===== config.mk =====
export PLATFORM = sky130hd
export DESIGN_NAME = id_ex_stage
export DESIGN_NICKNAME = d
export VERILOG_FILES = /design/src/rtl/id_ex_stage.sv
export SDC_FILE = /design/constraint.sdc
export NUM_CORES = 1
export LEC_CHECK = 0
export CAP_MARGIN = 30
export CORE_ASPECT_RATIO = 1.2
export CORE_MARGIN = 8
export CORE_UTILIZATION = 35
export DETAILED_ROUTE_END_ITERATION = 12
export HOLD_SLACK_MARGIN = 0.02
export PLACE_DENSITY = 0.81
export SYNTH_ARGS = -nofsm -noshare
export SYNTH_HDL_FRONTEND = slang
export SYNTH_SLANG_ARGS = --single-unit

===== constraint.sdc =====
create_clock -name clk -period 5.2 [get_ports clk]
set_input_delay 1.56 -clock clk [delete_from_list [all_inputs] [get_ports clk]]
set_output_delay 1.56 -clock clk [all_outputs]
set_load 0.02 [all_outputs]

===== src/rtl/id_ex_stage.sv =====
// ID/EX pipeline register for the RV32I core.
// Also performs EX-stage operand forwarding from the EX/MEM and MEM/WB stages.
module id_ex_stage #(
    parameter int DATA_WIDTH     = 32,
    parameter int REG_ADDR_WIDTH = 5,
    parameter int ALU_OP_WIDTH   = 4
) (
    input  logic                        clk,
    input  logic                        reset,
    input  logic                        stall_i,
    input  logic                        flush_i,
    input  logic                        valid_i,
    input  logic [ALU_OP_WIDTH-1:0]     alu_op_i,
    input  logic                        alu_src_i,
    input  logic                        a_src_i,
    input  logic                        reg_write_i,
    input  logic                        mem_write_i,
    input  logic                        mem_to_reg_i,
    input  logic [REG_ADDR_WIDTH-1:0]   rs1_addr_i,
    input  logic [REG_ADDR_WIDTH-1:0]   rs2_addr_i,
    input  logic [REG_ADDR_WIDTH-1:0]   rd_addr_i,
    input  logic [DATA_WIDTH-1:0]       rs1_data_i,
    input  logic [DATA_WIDTH-1:0]       rs2_data_i,
    input  logic [DATA_WIDTH-1:0]       imm_i,
    input  logic [DATA_WIDTH-1:0]       pc_i,
    input  logic                        exmem_reg_write_i,
    input  logic [REG_ADDR_WIDTH-1:0]   exmem_rd_i,
    input  logic [DATA_WIDTH-1:0]       exmem_result_i,
    input  logic                        memwb_reg_write_i,
    input  logic [REG_ADDR_WIDTH-1:0]   memwb_rd_i,
    input  logic [DATA_WIDTH-1:0]       memwb_result_i,
    output logic                        valid_o,
    output logic [ALU_OP_WIDTH-1:0]     alu_op_o,
    output logic signed [DATA_WIDTH-1:0] alu_a_o,
    output logic signed [DATA_WIDTH-1:0] alu_b_o,
    output logic [DATA_WIDTH-1:0]       store_data_o,
    output logic [REG_ADDR_WIDTH-1:0]   rd_addr_o,
    output logic                        reg_write_o,
    output logic                        mem_write_o,
    output logic                        mem_to_reg_o,
    output logic [DATA_WIDTH-1:0]       pc_o,
    output logic [1:0]                  fwd_a_o,
    output logic [1:0]                  fwd_b_o
);

    localparam logic [1:0] FWD_REGFILE = 2'b00;
    localparam logic [1:0] FWD_MEMWB   = 2'b01;
    localparam logic [1:0] FWD_EXMEM   = 2'b10;

    logic                      valid_reg;
    logic [ALU_OP_WIDTH-1:0]   alu_op_reg;
    logic                      alu_src_reg;
    logic                      a_src_reg;
    logic                      reg_write_reg;
    logic                      mem_write_reg;
    logic                      mem_to_reg_reg;
    logic [REG_ADDR_WIDTH-1:0] rs1_addr_reg;
    logic [REG_ADDR_WIDTH-1:0] rs2_addr_reg;
    logic [REG_ADDR_WIDTH-1:0] rd_addr_reg;
    logic [DATA_WIDTH-1:0]     rs1_data_reg;
    logic [DATA_WIDTH-1:0]     rs2_data_reg;
    logic [DATA_WIDTH-1:0]     imm_reg;
    logic [DATA_WIDTH-1:0]     pc_reg;

    always_ff @(posedge clk) begin
        if (reset || flush_i) begin
            valid_reg      <= 1'b0;
            alu_op_reg     <= '0;
            alu_src_reg    <= 1'b0;
            a_src_reg      <= 1'b0;
            reg_write_reg  <= 1'b0;
            mem_write_reg  <= 1'b0;
            mem_to_reg_reg <= 1'b0;
            rs1_addr_reg   <= '0;
            rs2_addr_reg   <= '0;
            rd_addr_reg    <= '0;
            rs1_data_reg   <= '0;
            rs2_data_reg   <= '0;
            imm_reg        <= '0;
            pc_reg         <= '0;
        end else if (!stall_i) begin
            // A non-valid slot keeps its operands but can never cause side effects.
            valid_reg      <= valid_i;
            alu_op_reg     <= alu_op_i;
            alu_src_reg    <= alu_src_i;
            a_src_reg      <= a_src_i;
            reg_write_reg  <= valid_i & reg_write_i;
            mem_write_reg  <= valid_i & mem_write_i;
            mem_to_reg_reg <= valid_i & mem_to_reg_i;
            rs1_addr_reg   <= rs1_addr_i;
            rs2_addr_reg   <= rs2_addr_i;
            rd_addr_reg    <= rd_addr_i;
            rs1_data_reg   <= rs1_data_i;
            rs2_data_reg   <= rs2_data_i;
            imm_reg        <= imm_i;
            pc_reg         <= pc_i;
        end
    end

    // Index 0 is operand A (rs1), index 1 is operand B (rs2).
    logic [REG_ADDR_WIDTH-1:0] src_addr [2];
    logic [DATA_WIDTH-1:0]     src_data [2];
    logic [1:0]                fwd_sel  [2];
    logic [DATA_WIDTH-1:0]     fwd_data [2];

    assign src_addr[0] = rs1_addr_reg;
    assign src_addr[1] = rs2_addr_reg;
    assign src_data[0] = rs1_data_reg;
    assign src_data[1] = rs2_data_reg;

    generate
        for (genvar gi = 0; gi < 2; gi++) begin : g_fwd
            logic exmem_hit;
            logic memwb_hit;

            // x0 is hard-wired zero, so a write to it must never be forwarded.
            assign exmem_hit = exmem_reg_write_i && (exmem_rd_i != '0) && (exmem_rd_i == src_addr[gi]);
            assign memwb_hit = memwb_reg_write_i && (memwb_rd_i != '0) && (memwb_rd_i == src_addr[gi]);

            assign fwd_sel[gi]  = exmem_hit ? FWD_EXMEM :
                                  memwb_hit ? FWD_MEMWB : FWD_REGFILE;
            assign fwd_data[gi] = exmem_hit ? exmem_result_i :
                                  memwb_hit ? memwb_result_i : src_data[gi];
        end
    endgenerate

    assign valid_o      = valid_reg;
    assign alu_op_o     = alu_op_reg;
    assign alu_a_o      = a_src_reg   ? pc_reg  : fwd_data[0];
    assign alu_b_o      = alu_src_reg ? imm_reg : fwd_data[1];
    assign store_data_o = fwd_data[1];
    assign rd_addr_o    = rd_addr_reg;
    assign reg_write_o  = reg_write_reg & valid_reg;
    assign mem_write_o  = mem_write_reg & valid_reg;
    assign mem_to_reg_o = mem_to_reg_reg;
    assign pc_o         = pc_reg;
    assign fwd_a_o      = fwd_sel[0];
    assign fwd_b_o      = fwd_sel[1];

endmodule

==> metrics.md <==
| Metric | Value |
|---|---|
| Worst setup margin | `between 40 and 50 ps` |
| Syn_area_per_cell | `8.33 um^2` |
| Min cycle time layout | `5160 ps` |
| Clk_lat worst skew | `about 430 ps` |
| Hold Crit Class | `register to register` |
| Status | `complete, no violations` |
| Crit path kind | `input pin to output pin` |
| Placement Setup Slack | `-761 ps` |
| Hold Crit Depth | `2` |
| Async SR Flop Fraction | `0%` |
| Post-route cell area | `between 0.01 and 0.015 mm^2` |
| Post-Route WL | `35500 um` |
| Final setup fails | `0` |
| Total Power | `approximately 3.2 mW` |
| Crit path max-delay family | `buffers and inverters` |
| Worst path required time | `3640 ps` |
| Mapped Cells | `between 900 and 1000` |
| DRC | `0` |
| R2R Path End | `a_src_reg$_SDFFE_PP0N_` |
| Fin crit share | `between 90 and 100%` |
| Pwr/cell area | `around 240 mW/mm^2` |
| Slowest-stage cell, CP | `or4_4` |
| CTS clk-pin slew, worst paths | `roughly 60 ps` |
| Routed via count | `between 8000 and 9000` |
| Clock tree sinks | `153` |
| Root buffer cell | `clkbuf_16` |
| Peak VDD IR | `223 uV` |
| Max Buffers Root-to-Sink | `2` |
| TritonCTS clock tree | `done` |
| Hold Fails Final Rpt | `0` |
| Combinational share of power | `a little over a fifth` |
| GRT Resource Usage Total | `about a quarter` |
| Count leader, synth | `nor2_1` |
| Share of total power in the clock network | `39.8%` |
| Fmax | `just under 200 MHz` |
| Largest net degree at the start of global routing | `84` |
| Fillers | `~2000` |
| CP max stage delay | `about 550 ps` |
| Hold path start | `imm_reg[15]$_SDFFE_PP0N_` |
| Cts hold-fix bufs | `0` |
| Pleak | `approximately 5.6 nW` |
| Hold endpoint | `imm_reg[15]$_SDFFE_PP0N_` |
| Synthesized cell area | `about 0.0081 mm^2` |
| Row Count | `between 60 and 70` |
| Routed wire length per instance | `~21 um` |
| CP Capture Type | `output pin` |
| Worst Path Max Fanout | `8` |
| IO Count | `about 380` |
| Vias in the first global route | `roughly 9400` |
| Post-layout util | `about three fifths` |
| Layout net count | `1607` |
| Cell count of the worst reg-to-reg path | `3` |
| Reg2Reg Setup Slack | `roughly 3800 ps` |
| Placed insts | `1646` |
| Slew Limit Fails | `0` |
| Overflow after GRT | `0` |
| Die Ht | `between 150 and 200 um` |
| Yosys cell types | `33` |
| Die area | `approximately 0.028 mm^2` |
| Net Switching | `between 0.8 and 0.9 mW` |
| Bufs and invs on worst path | `4` |
| FF+latch count, synth | `153` |
| Initial antenna violation count | `3` |
| Post-synth EDFFs | `0` |
| Initial DRC count | `402` |
| CP Launch Type | `input pin` |
| Non-Filler Instances | `1704` |
| Crit path cell chain | `clkdlybuf4s15_1, or4_4, o211a_1, nand3_4, buf_12, buf_4, nor2_1, a21oi_1, clkdlybuf4s15_1` |
| Flop pwr share | `between 30% and 40%` |
| Drt via density | `around 5.2` |
| DR pass1 iterations | `5` |
| Max-slew headroom | `about two fifths` |
| MaxCap Viol Count | `0` |
| Fraction of layout instances using a drive strength above 1 | `about a fifth` |
| R2r startpoint | `a_src_reg$_SDFFE_PP0N_` |
| Layout area overhead | `67.8%` |
| Placer Congestion | `a little under 0.9` |
| Synth warn | `0` |
| Final hold slack | `between 400 and 500 ps` |
| Initial Util | `a little over a third` |
| Port bufs | `377` |
| Chip Width | `about 160 um` |
| Slew at the pin with the worst max-slew slack | `899 ps` |
| Final HPWL DP | `25100 um` |
| Post-synth top area share | `about 38%` |
| Routed Antenna Nets | `0` |
| Int Power | `approximately 2.3 mW` |
| Crit path DAT | `between 3000 and 4000 ps` |
| Area leader, netlist | `dfxtp_1` |
| Commonest cells post-synth | `nor2_1 (219), mux2i_1 (181), dfxtp_1 (153)` |
| Core area | `around 0.023 mm^2` |
| Largest cells by area after synthesis | `dfxtp_1 (38%), mux2i_1 (22%), nor2_1 (10%), a221oi_1 (3.5%), inv_1 (3.0%)` |
| Clk_skew | `0 ps` |
| CTS buffer count | `17` |
| Prevailing post-synth register cell | `dfxtp_1` |
| RSZ-0062 raised after global routing | `true` |
| Most frequent CP cell | `clkdlybuf4s15_1` |
| Sequential area share after synthesis | `a little under two fifths` |
| H-tree levels | `4` |
| Switching portion of total power | `between 20% and 30%` |
| Global-route wire length before repair | `between 50000 and 60000 um` |
| Final TNS setup | `0 ps` |
| Dpl cell area | `around 0.013 mm^2` |
| Post-Syn Nets | `about 1200` |
tightest hold or removal path: stages (launching register included):
cell and delay, ps:
dfxtp_1 320, mux2i_1 70, nor2_1 70
cells in the final DEF, fill, tap and decap left out, types with 23 or more instances in the layout:
cell and n:
a211oi_2 23, a21oi_1 29, a31oi_1 28, buf_2 59, buf_4 83, clkdlybuf4s50_1 267, dfxtp_1 151, inv_1 65
mux2i_1 175, nand2_1 33, nor2_1 217, nor3_1 34, o31ai_1 27
power groups by stage:
stage,combinational (mW),sequential [mW],clock (mW)
after floorplan,0.289,1.27,0
after global placement,0.680,1.26,0
after detailed placement,0.688,1.27,0
after CTS,0.682,1.24,1.31
after global routing,0.740,1.24,1.35
final,0.699,1.24,1.28
area by class of cell:
class	count	area [um^2]	share of cell area (%)
multi-input combinational	668	4800	35.3
timing repair buffer	468	4510	33.1
sequential	153	3070	22.5
clock buffer	20	447	3.28
tap	315	394	2.89
inverter	66	253	1.86
clock inverter	12	150	1.10
antenna	2	5.00	0.0367
cells by family after synthesis:
logic type	share of synthesized area, %
simple gates	15.0
mux	22.3
compound gates	14.7
flops	37.7
buf+inv	8.12
xor+xnor	2.16
how the worst max path moves through the flow:
stage                             endpoint  cells after the start          start  slack [ps]
after floorplan                 alu_b_o[0]                      7  memwb_rd_i[1]         160
after global placement         alu_a_o[17]                      9  memwb_rd_i[1]        -720
after detailed placement        alu_b_o[3]                      8  memwb_rd_i[1]        -760
after CTS                      alu_b_o[29]                      9  memwb_rd_i[4]          -8
after global routing            alu_b_o[0]                      8  exmem_rd_i[1]          -4
final                     store_data_o[24]                      9  exmem_rd_i[4]          40
metal layers:
metal,wire length (um),share of wire (%),track usage [%],vias to the layer above
met5,13,0.037,0,-
met4,1300,3.7,10.8,2
met3,2820,7.9,7.63,88
met2,17900,50,42.6,414
met1,13500,38,26.6,4227
li1,-,-,-,4174
timing repair:
action,CTS,global route
buffers inserted,11,4
cloned,8,0
setup endpoints to repair,100,64
resized for setup,509,49
pin swaps,20,11
No activity file was read; power rests on OpenSTA's default activity.
